File: src/rtl/grid_pkg.sv
// Shared definitions for the grid state writer.
//   - default grid geometry (GRID_W x GRID_H)
//   - command port field widths and opcode encoding
//   - IDLE/SWEEP state encoding
//   - idx_width(): index width that holds every cell number and every
//     coordinate the command port can express, so index math never wraps
package grid_pkg;

    localparam int unsigned GridWDefault = 4;
    localparam int unsigned GridHDefault = 3;

    localparam int unsigned XW  = 3;
    localparam int unsigned YW  = 2;
    localparam int unsigned RdW = 4;

    typedef enum logic [1:0] {
        OpClr      = 2'b00,
        OpSet      = 2'b01,
        OpToggle   = 2'b10,
        OpClearAll = 2'b11
    } grid_op_e;

    typedef enum logic [0:0] {
        StIdle  = 1'b0,
        StSweep = 1'b1
    } grid_state_e;

    function automatic int unsigned idx_width(input int unsigned w, input int unsigned h);
        int unsigned need;
        int unsigned span;
        need = $clog2(w * h) + 1;
        span = $clog2((2 ** XW - 1) + (2 ** YW - 1) * w + 1);
        if (span > need) need = span;
        if (RdW > need) need = RdW;
        return need;
    endfunction

endpackage

File: src/rtl/grid_index.sv
// Coordinate-to-index conversion and range checks.
// Ports:
//   x, y      : command coordinates
//   lin       : display-side linear read index
//   index     : x + y*GRID_W at IDX_W bits
//   coord_ok  : x < GRID_W and y < GRID_H
//   lin_index : lin widened to IDX_W bits
//   lin_ok    : lin < GRID_W*GRID_H
module grid_index
    import grid_pkg::*;
#(
    parameter int unsigned GRID_W = GridWDefault,
    parameter int unsigned GRID_H = GridHDefault,
    parameter int unsigned IDX_W  = idx_width(GridWDefault, GridHDefault)
) (
    input  logic [XW-1:0]    x,
    input  logic [YW-1:0]    y,
    input  logic [RdW-1:0]   lin,
    output logic [IDX_W-1:0] index,
    output logic             coord_ok,
    output logic [IDX_W-1:0] lin_index,
    output logic             lin_ok
);

    localparam int unsigned N = GRID_W * GRID_H;

    assign index     = IDX_W'(x) + IDX_W'(y) * IDX_W'(GRID_W);
    assign coord_ok  = (32'(x) < GRID_W) && (32'(y) < GRID_H);
    assign lin_index = IDX_W'(lin);
    assign lin_ok    = 32'(lin) < N;

endmodule

File: src/rtl/grid_state_writer.sv
// Grid cell state store with a valid/ready command port and a registered
// display read port.
// Optional feature macro: GRID_CLEAR_ALL_EN (compiles in the SWEEP state and
// its counter; without it CLEAR_ALL is rejected with an err pulse).
// Ports:
//   aclk, aresetn       : clock, asynchronous active-low reset
//   s_valid/s_ready     : command handshake
//   s_op, s_x, s_y      : opcode and target cell
//   rd_index, rd_state  : display read, one cycle latency, 0 when out of range
//   busy                : CLEAR_ALL sweep in progress
//   err                 : one-cycle pulse after a rejected command
module grid_state_writer
    import grid_pkg::*;
#(
    parameter int unsigned GRID_W = GridWDefault,
    parameter int unsigned GRID_H = GridHDefault
) (
    input  logic           aclk,
    input  logic           aresetn,
    input  logic           s_valid,
    output logic           s_ready,
    input  logic [1:0]     s_op,
    input  logic [XW-1:0]  s_x,
    input  logic [YW-1:0]  s_y,
    input  logic [RdW-1:0] rd_index,
    output logic           rd_state,
    output logic           busy,
    output logic           err
);

    localparam int unsigned N    = GRID_W * GRID_H;
    localparam int unsigned IdxW = idx_width(GRID_W, GRID_H);

    logic [IdxW-1:0] wr_idx;
    logic [IdxW-1:0] rd_idx;
    logic            coord_ok;
    logic            rd_ok;

    grid_index #(
        .GRID_W (GRID_W),
        .GRID_H (GRID_H),
        .IDX_W  (IdxW)
    ) u_index (
        .x         (s_x),
        .y         (s_y),
        .lin       (rd_index),
        .index     (wr_idx),
        .coord_ok  (coord_ok),
        .lin_index (rd_idx),
        .lin_ok    (rd_ok)
    );

    logic [N-1:0]    cells_q, cells_d;
    logic            rd_q, rd_d;
    logic            err_q, err_d;
    logic            live_q;   // low until the first edge after reset release
    logic            in_idle;
    logic            accept;
    logic            sweep_clr;
    logic [IdxW-1:0] sweep_idx;
    logic            clear_all_ok;
    grid_op_e        op;

    assign op      = grid_op_e'(s_op);
    assign s_ready = live_q & in_idle;
    assign accept  = s_valid & s_ready;

`ifdef GRID_CLEAR_ALL_EN
    grid_state_e     state_q, state_d;
    logic [IdxW-1:0] cnt_q, cnt_d;

    always_comb begin
        state_d = state_q;
        cnt_d   = cnt_q;
        unique case (state_q)
            StIdle: begin
                if (accept && op == OpClearAll) begin
                    state_d = StSweep;
                    cnt_d   = '0;
                end
            end
            StSweep: begin
                if (cnt_q == IdxW'(N - 1)) begin
                    state_d = StIdle;
                    cnt_d   = '0;
                end else begin
                    cnt_d = cnt_q + 1'b1;
                end
            end
            default: state_d = StIdle;
        endcase
    end

    always_ff @(posedge aclk or negedge aresetn) begin
        if (!aresetn) begin
            state_q <= StIdle;
            cnt_q   <= '0;
        end else begin
            state_q <= state_d;
            cnt_q   <= cnt_d;
        end
    end

    assign in_idle      = (state_q == StIdle);
    assign busy         = (state_q == StSweep);
    assign sweep_clr    = busy;
    assign sweep_idx    = cnt_q;
    assign clear_all_ok = 1'b1;
`else
    assign in_idle      = 1'b1;
    assign busy         = 1'b0;
    assign sweep_clr    = 1'b0;
    assign sweep_idx    = '0;
    assign clear_all_ok = 1'b0;
`endif

    always_comb begin
        cells_d = cells_q;
        err_d   = 1'b0;
        if (sweep_clr) begin
            cells_d = cells_q & ~(N'(1) << sweep_idx);
        end else if (accept) begin
            if (op == OpClearAll) begin
                // The sweep itself clears cells; here only the rejection matters.
                err_d = ~clear_all_ok;
            end else if (!coord_ok) begin
                err_d = 1'b1;
            end else begin
                case (op)
                    OpClr:    cells_d = cells_q & ~(N'(1) << wr_idx);
                    OpSet:    cells_d = cells_q | (N'(1) << wr_idx);
                    OpToggle: cells_d = cells_q ^ (N'(1) << wr_idx);
                    default:  cells_d = cells_q;
                endcase
            end
        end
    end

    // Read from the current (pre-write) array so a same-edge write shows the old value.
    logic [N-1:0] rd_shift;
    always_comb begin
        rd_shift = cells_q >> rd_idx;
        rd_d     = rd_ok & rd_shift[0];
    end

    always_ff @(posedge aclk or negedge aresetn) begin
        if (!aresetn) begin
            cells_q <= '0;
            rd_q    <= 1'b0;
            err_q   <= 1'b0;
            live_q  <= 1'b0;
        end else begin
            cells_q <= cells_d;
            rd_q    <= rd_d;
            err_q   <= err_d;
            live_q  <= 1'b1;
        end
    end

    assign rd_state = rd_q;
    assign err      = err_q;

endmodule

File: config.mk
export PLATFORM = sky130hd
export DESIGN_NAME = grid_state_writer
export DESIGN_NICKNAME = d
export VERILOG_FILES = /design/src/rtl/grid_pkg.sv /design/src/rtl/grid_index.sv /design/src/rtl/grid_state_writer.sv
export SDC_FILE = /design/constraint.sdc
export NUM_CORES = 1
export LEC_CHECK = 0
export CAP_MARGIN = 20
export CORE_MARGIN = 4
export CORE_UTILIZATION = 50
export CTS_CLUSTER_DIAMETER = 40
export DETAILED_ROUTE_END_ITERATION = 10
export GPL_TIMING_DRIVEN = 1
export PLACE_DENSITY = 0.76
export SYNTH_ARGS = -nofsm -noshare
export SYNTH_HDL_FRONTEND = slang
export SYNTH_HIERARCHICAL = 1
export SYNTH_SLANG_ARGS = --single-unit
File: constraint.sdc
create_clock -name aclk -period 1.27 [get_ports aclk]
set_input_delay 0.1905 -clock aclk [delete_from_list [all_inputs] [get_ports aclk]]
set_output_delay 0.1905 -clock aclk [all_outputs]
set_load 0.005 [all_outputs]
; Yosys cells after proc, flatten, opt, wreduce, memory -nomap -nowiden
; Index checks and enable logic that the tools add are counted.
[totals]
register_bits = 15
inputBits = 14
output_inout_bits = 4
word_cells = 28
[op_classes]
add_sub_neg = 1
magnitude_cmp = 3
n_eq_ne = 3
shift = 2
muxes = 4
n_bitwise = 7
n_reduce_logical = 4
[op_table]
columns = operator, count
row1 = $pmux 12 s3, 1
row2 = $and 12x12->12, 1
row3 = $not 12->12, 1
row4 = $or 12x12->12, 1
row5 = $shl 1x5->12 const A, 1
row6 = $shr 12x4->1, 1
row7 = $xor 12x12->12, 1
row8 = $add 3x4->5, 1
row9 = $eq 2x2->1 const B, 2
row10 = $lt 4x4->1 const B, 1
row11 = $reduce_and 4->1, 1
row12 = $lt 3x3->1 const B, 1
row13 = $mux 1, 3
row14 = $reduce_bool 3->1, 1
row15 = $and 1x1->1, 2
row16 = $eq 2x1->1 const B, 1
row17 = $logic_not 2->1, 1
row18 = $lt 2x2->1 const B, 1
row19 = $logic_and 1x1->1, 1
row20 = $not 1->1, 1

; Depth between registers and ports, before layout
; Gate-level depths: netlist (run 1).
[logic_depth]
ltp_word = 5
ltp_mapped = 8
depth_no_buf = 8

; Cells and area by module
; The synthesis (run 1) kept the hierarchy.
[by_module_without_submodules]
columns = mod, instances, cells_each, area_per_inst_um2, seq_area_each_um2
row1 = grid_state_writer, 1, 160, 1392.6, 375.4
row2 = grid_index, 1, 12, 93.8, 0.0

; Least setup slack after synthesis (run 1)
; No wires, ideal clock.
[synth_path]
kind = input to register
from = in s_y[0]
to = reg cells_q[10]
setup_time_ps = 130
arrival_time_ps = 1612
required_ps = 1140
setup_slack_ps = -473
stages = 7
n_path_buf = 0
path_cell_list = ha_1 > ha_1 > nor2b_1 > nand2_1 > ha_1 > a221oi_1 > o31ai_1
[synth_via]
elab_chain_len = 5
word_cells_on_any_way = 10
classes_between = 1 x add/sub / 1 x order compare / 1 x shift / 1 x mux / 4 x bitwise / 2 x reduce/logical
[synth_rtl]
columns = element, line
row1 = start: declaration, grid_state_writer.sv:24  ; input logic [YW-1:0] s_y,
row2 = $add 3x4->5 (*), grid_index.sv:27  ; assign index = IDX_W'(x) + IDX_W'(y) * IDX_W'(GRID_W);
row3 = net wr_idx[3], grid_state_writer.sv:34  ; logic [IdxW-1:0] wr_idx;
row4 = $shl 1x5->12 (*), "grid_state_writer.sv:130, grid_state_writer.sv:131, grid_state_writer.sv:132"
row5 = $not 12->12, grid_state_writer.sv:130  ; OpClr: cells_d = cells_q & ~(N'(1) << wr_idx);
row6 = $and 12x12->12, grid_state_writer.sv:130
row7 = $pmux 12 s3 (*), grid_state_writer.sv:129  ; case (op)
row8 = end signal: assignment, grid_state_writer.sv:153  ; cells_q <= cells_d;
row9 = end: declaration, grid_state_writer.sv:53  ; logic [N-1:0] cells_q, cells_d;
; Mark *: on every way through the listed nets, which the timed path passes. The rest lies on a longest branch.
; A chain may end at the register's enable or synchronous reset.

; Worst setup path after layout (run 1)
[layout_path]
from = in s_x[2]
to = reg cells_q[1]
[layout_via]
elab_chain_len = 5
word_cells_on_any_way = 10
classes_between = 1 x add/sub / 1 x order compare / 1 x shift / 1 x mux / 4 x bitwise / 2 x reduce/logical
[layout_rtl]
columns = element, line
row1 = start: declaration, grid_state_writer.sv:23  ; input logic [XW-1:0] s_x,
row2 = $add 3x4->5 (*), grid_index.sv:27
row3 = net wr_idx[4], grid_state_writer.sv:34
row4 = $shl 1x5->12 (*), "grid_state_writer.sv:130, grid_state_writer.sv:131, grid_state_writer.sv:132"
row5 = $not 12->12, grid_state_writer.sv:130
row6 = $and 12x12->12, grid_state_writer.sv:130
row7 = $pmux 12 s3 (*), grid_state_writer.sv:129
; Marks and branches as above.

==> summary.txt, run 1 <==
Status
  • Status: finished with violations
  • Violated checks: negative setup slack

Logic synthesis
  • Yosys warns: 6
  • Mapped Nets: 216
  • Largest cells by area after synthesis: dfrtp_1 25%, ha_1 25%, inv_1 7.1%
  • Top cell type's share of synthesized area: between 20 and 30%
  • Post-synth EDFFs: 0
  • Sequential fraction of the synthesis area: 25.3%
  • Mapped Cells: 172
  • Synth Register Bits: 15
  • Unique masters post-synth: 21
  • Post-synth top flop: dfrtp_1
  • Yosys top cell by area: dfrtp_1
  • Synth top cells by count: 30 x ha_1, 28 x inv_1, 28 x nand2_1
  • Most common cell in the netlist: ha_1
  • Syn avg cell area: ~8.6 um^2
  • Post-synth ARST share: 100%
  • Post-Syn Area: between 0.001 and 0.0015 mm^2

Pwr
  • Peak supply drop: between 0.6 and 0.7 mV
  • PwrDens: 988 mW/mm^2
  • Lkg Pwr: approximately 1.1 nW

Final layout
  • Multi-input gate area: about 0.0013 mm^2
  • # diodes: 0
  • Layout cell share with drive strength beyond 1: between 40 and 50%
  • Final-stage net count: ~260
  • Layout Cells excl Fill: ~250
  • Post-layout util: 82.1%
  • FILL cells: 160
  • Final instance area: 0.00230 mm^2
  • Area delta synth->final: 54.9%
  • FF+latch area: ~380 um^2

Floorplanning
  • Die Ht: around 63 um
  • Full die area: between 0.003 and 0.004 mm^2
  • Rows: 19
  • Initial core utilization: 53.0%
  • CORE AREA: around 0.0028 mm^2
  • IO Count: 18
  • Die X: roughly 63 um

STA
  • Min cycle time layout: between 1500 and 2000 ps
  • Final hold viol count: 0
  • Clk_skew: approximately 1.9 ps
  • Final Setup Violations: 13
  • Final period utilization: 119%
  • Final worst setup slack: -242 ps
  • Hold slack: just under 200 ps
  • Sum of negative setup slack: -2020 ps
  • RSZ-0062 raised after global routing: true
  • Max-slew violation count: 0
  • F_max: 0.661 GHz

Drt
  • First-pass DRT Iterations: 4
  • Routed WL: 4420 um
  • DRC viols: 0
  • DR vias/cell: 5.64
  • DR iter-0 viols: around 60
  • ANT nets after route: 0
  • DR vias: 1,398
  • DR WL/cell: between 15 and 20 um

Place
  • Placed Cells incl. Taps: between 200 and 250
  • Placer Congestion: 0.793
  • DP Wirelength: a little under 3000 um
  • IO buf count: 16
  • DP Area: about 0.0020 mm^2

CTS
  • CTS Root Cell: clkbuf_4
  • Worst-skew pair later-pin latency: about 310 ps
  • CTS buffer count: 3
  • CTS tree: built
  • Clk buf depth: 2
  • H-tree Lvls: 1
  • Clock-pin slew on the worst setup and hold paths: 110 ps
  • Num Clock Sinks: 15

Worst hold path
  • Type of the worst min-delay path: input pin to async pin

Worst setup path
  • Worst Setup Path Type: input pin to register
  • CP Data Required Time: about 1500 ps
  • CP Max Fanout: 4
  • WP data arrival: between 1500 and 2000 ps
  • CP Launch Type: input pin
  • CP endpoint kind: register

Global route
  • Vias in the first global route: 1,554
  • Largest net degree at the start of global routing: 25
  • Global-route wire length before repair: just under 7000 um
  • Total gr overflow: 0
  • Initial antenna violation count: 0
  • Overall routing resource usage: about 23%

Job
  • Max-Cap Viols: 0
-- cells in the final DEF, fill, tap and decap left out --
cell type | netlist | layout
clkdlybuf4s15_2 | 0 | 1
conb_1 | 3 | 3
a21oi_2 | 1 | 1
o41ai_2 | 0 | 1
nand2_1 | 28 | 19
mux4_2 | 2 | 2
dfrtp_1 | 15 | 15
inv_1 | 28 | 28
nor3b_4 | 0 | 2
a221oi_4 | 0 | 1
ha_1 | 30 | 16
buf_8 | 0 | 1
ha_4 | 0 | 14
o31ai_2 | 0 | 1
dlymetal6s2s_1 | 0 | 1
o31ai_1 | 12 | 11
clkdlybuf4s50_1 | 0 | 4
nand4b_1 | 1 | 1
buf_6 | 0 | 4
nand3_1 | 1 | 1
o2111a_1 | 2 | 2
a221oi_1 | 12 | 1
a221oi_2 | 0 | 10
nor2_2 | 0 | 2
nor3_4 | 0 | 1
clkinv_2 | 0 | 1
buf_4 | 8 | 35
nand2_2 | 0 | 7
and3b_1 | 2 | 1
nor2b_1 | 14 | 12
nor2b_4 | 0 | 2
buf_12 | 0 | 1
clkbuf_4 | 0 | 3
and3b_2 | 0 | 1
nand2_4 | 0 | 2
dlygate4sd2_1 | 0 | 8
a21oi_1 | 1 | 1
-- metrics by stage --
| stage | worst slack (ps) | power [mW] |
|---|---|---|
| after floorplan | -305 | 1.30 |
| after global placement | -897 | 1.62 |
| after detailed placement | -980 | 1.71 |
| after CTS | -203 | 2.10 |
| after global routing | -293 | 2.46 |
| final | -242 | 2.28 |
-- area by class of cell --
| cell class | count | share of cell area (%) |
|---|---|---|
| clock buffers | 3 | 0.978 |
| well taps | 31 | 1.68 |
| multi-input cells | 115 | 55.5 |
| inverters | 28 | 4.57 |
| clock inverters | 1 | 0.217 |
| repair buffers | 55 | 20.7 |
| flip-flops and latches | 15 | 16.3 |
-- critical path: stages --
cell and delay (ps):
buf_8 100, ha_4 150, ha_4 180, nor3b_4 300, nand2_2 130, buf_4 160
ha_1 170, nor2b_1 200, o31ai_2 120
-- report_power, final --
group	total [mW]	switching (mW)	internal (mW)	leakage (nW)
logic	1.29	0.640	0.650	0.911
clock network	0.315	0.197	0.118	0.0177
registers	0.671	0.0886	0.582	0.194
total	2.28	0.925	1.35	1.12
-- sequential cells by signal, summed over array words and instances (netlist names) --
register,flops
cells_q,12
rd_state,1
err,1
s_ready,1
-- cell families (layout without fill, tap and decap cells) --
| logic type | Yosys count | in the layout | synth area share (%) |
|---|---|---|---|
| muxes | 2 | 2 | 3.03 |
| buffers and inverters | 42 | 87 | 12.6 |
| adders and majority gates | 30 | 30 | 25.3 |
| DFF | 15 | 15 | 25.3 |
| other | 3 | 3 | 0.758 |
| and+or+nand+nor | 51 | 51 | 16.9 |
| AOI/OAI and AO/OA | 29 | 29 | 16.2 |
-- repair_timing --
| item | CTS | global route |
|---|---|---|
| hold buffers | 0 | 0 |
| setup endpoints to repair | 16 | 13 |
| buffers inserted | 7 | 0 |
| pin swaps | 26 | 18 |
| resized for setup | 42 | 18 |
-- path summary, 6_finish.rpt --
kind,start,endpoint,slack (ps),cells after the start
worst max-delay path,s_x[2],cells_q[1]$_DFFE_PN0P_,-240,9
worst min-delay path,aresetn,cells_q[9]$_DFFE_PN0P_,200,2
worst max register to register,cells_q[7]$_DFFE_PN0P_,cells_q[7]$_DFFE_PN0P_,-100,5
worst min register to register,cells_q[3]$_DFFE_PN0P_,cells_q[3]$_DFFE_PN0P_,580,2
max in group asynchronous,aresetn,cells_q[3]$_DFFE_PN0P_,880,2
min in group aclk,s_x[2],err$_DFF_PN0_,250,4
-- layer usage --
layer	global-route usage (%)	part of all wire [%]	vias up
li1	-	-	664
met1	24.4	39	681
met2	41.8	54	32
met3	3.06	2.6	21
met4	12.9	4.5	0
met5	0	0	-
No activity file was read; power rests on OpenSTA's default activity.
==> inputs of run 2 (changes only) <==
REMOVE_ABC_BUFFERS = 1   (was default)
SLEW_MARGIN = 0   (was default)
==> run 2 against run 1 <==
The run still ends with negative setup slack left. Flip-flop and latch count unchanged. First-iteration DRC count rose to 3.4 times the previous value. Clock skew up 2.6 ps. Die area unchanged. Total power up 19%. Utilization up 7.4 points. Largest cell class unchanged.
==> summary.txt, run 2 (synthesis gave the netlist of run 1 again) <==
Status
  • Status: finished with violations
  • Violated checks: negative setup slack

Worst hold path
  • Type of the worst min-delay path: input pin to async pin

Global route
  • Total gr overflow: 0
  • Largest net degree at the start of global routing: 25
  • Initial antenna violation count: 0
  • Overall routing resource usage: 27.5%
  • Vias in the first global route: 1,638
  • Global-route wire length before repair: between 8000 and 9000 um

Final layout
  • Max reg flops: 12
  • Final-stage net count: between 200 and 300
  • Most frequent cells in the layout: 38 x buf_4, 28 x inv_1, 16 x nand2_1, 16 x ha_4, 15 x dfrtp_1
  • FILL cells: a little over 90
  • Layout cell share with drive strength beyond 1: between 40% and 50%
  • Largest register by flop count: cells_q
  • Post-layout util: 89.4%
  • Layout Cells excl Fill: 256
  • # diodes: 0
  • Commonest non-fill, non-tap cell in the layout: buf_4
  • Area delta synth->final: 68.8%

CTS
  • CTS tree: built
  • CTS Root Cell: clkbuf_4
  • CTS buffer count: 3
  • Hold_buf cts: 0
  • H-tree Lvls: 1
  • Clock-pin slew on the worst setup and hold paths: between 100 and 150 ps
  • Worst-skew pair later-pin latency: 320 ps
  • Num Clock Sinks: 15
  • Clk buf depth: 2

STA
  • Max-slew violation count: 0
  • F_max: between 0.6 and 0.7 GHz
  • Final hold viol count: 0
  • Sum of negative setup slack: -2990 ps
  • RSZ-0062 raised after global routing: true
  • Final worst setup slack: -359 ps
  • Final Setup Violations: 13
  • Hold slack: ~200 ps
  • Final period utilization: 128%
  • Min cycle time layout: ~1600 ps
  • Clk_skew: roughly 4.5 ps

Drt
  • ANT nets after route: 0
  • DR vias/cell: 6.49
  • DR vias: roughly 1,700
  • DR iter-0 viols: 208
  • DR WL/cell: 25.4 um
  • First-pass DRT Iterations: 6
  • Routed WL: 6510 um
  • DRC viols: 0

Floorplanning
  • Die X: ~63 um
  • Rows: 19
  • CORE AREA: roughly 0.0028 mm^2
  • IO Count: 18
  • Initial core utilization: 53.0%
  • Die Ht: between 60 and 70 um
  • Full die area: 0.00391 mm^2

Pwr
  • Peak supply drop: 0.868 mV
  • Psw: between 1 and 1.5 mW
  • Switch share: a little over two fifths
  • Clock power frac: between 10% and 20%
  • Combinational Power Share: 62.3%
  • PwrDens: 1070 mW/mm^2
  • Lkg Pwr: between 1 and 1.5 nW
  • Internal power: between 1.5 and 2 mW
  • Reg power frac: 25.8%

Worst setup path
  • Register-to-Register Path Depth: 4
  • CP max stage delay: approximately 240 ps
  • Critical path startpoint: s_x[2]
  • Buf/Inv on CP: 4
  • Worst-path cell chain: buf_8 > ha_4 > ha_4 > nor3b_2 > buf_4 > buf_12 > nand2_4 > buf_4 > ha_1 > nor2b_1 > o31ai_2
  • Worst Setup Path Type: input pin to register
  • Start of the worst register-to-register path: cells_q[10]$_DFFE_PN0P_
  • CP Data Required Time: between 1000 and 1500 ps
  • Delay-heaviest family, CP: adder cells
  • Slowest cell on the critical path: nor2b_1
  • CP Launch Type: input pin
  • CP endpoint kind: register
  • Worst R2R Setup Slack: -170 ps
  • CP Max Fanout: 4
  • Reg2reg end: rd_state$_DFF_PN0_
  • WP data arrival: ~1800 ps

Place
  • Placer Congestion: 0.855
  • IO buf count: 16
  • Placed Cells incl. Taps: ~240
  • DP Wirelength: 2790 um
  • Post-Place Setup Slack: -1100 ps

Job
  • Max-Cap Viols: 0
run 2: changes by cell type in the layout (fill, tap and decap cells not counted), sizes merged:
cell and change:
buf +8, clkbuf +1, clkinv -1, dlygate4sd2 +1
dlymetal6s2s -1
run 2: worst max-delay path by stage:
stage / cells after the start / endpoint / slack [ps]
after global routing: 11 / cells_q[1]$_DFFE_PN0P_ / -430
after detailed placement: 8 / cells_q[10]$_DFFE_PN0P_ / -1100
after global placement: 8 / cells_q[10]$_DFFE_PN0P_ / -1010
after floorplan: 7 / cells_q[10]$_DFFE_PN0P_ / -490
after CTS: 8 / cells_q[11]$_DFFE_PN0P_ / -160
final: 11 / cells_q[1]$_DFFE_PN0P_ / -360
run 2: power by group through the flow:
stage	sequential, mW	combinational, mW	clock, mW
floorplan	0.670	0.498	0
global placement	0.674	0.818	0
detailed placement	0.682	0.903	0
CTS	0.668	1.24	0.304
global route	0.711	1.76	0.351
finish	0.695	1.68	0.322
run 2: through the flow:
stage / power [mW] / area (um^2)
6_report: 2.70 / 2510
5_1_grt: 2.82 / 2510
4_1_cts: 2.21 / 2290
3_5_place_dp: 1.59 / 1860
3_3_place_gp: 1.49 / 1860
2_1_floorplan: 1.17 / 1400
run 2: what timing repair did:
item | 4_1_cts | 5_1_grt
hold endpoints to repair | 0 | 0
pin swaps | 25 | 19
setup buffers | 6 | 10
setup endpoints to repair | 16 | 13
resized for setup | 85 | 22
run 2: cell type report:
cell class	instances	area, um^2	share of cell area, %
multi-input cells	115	1400	55.8
repair buffers	63	564	22.5
flip-flops and latches	15	375	15.0
inverters	28	105	4.19
well taps	31	38.8	1.55
clock buffers	4	26.3	1.05
run 2: per-layer routing:
layer	wire length [um]	part of all wire, %	global-route usage [%]
met5	0	0	0
met4	490	7.5	15.7
met3	484	7.4	3.96
met2	3190	49	49.8
met1	2340	36	30.4
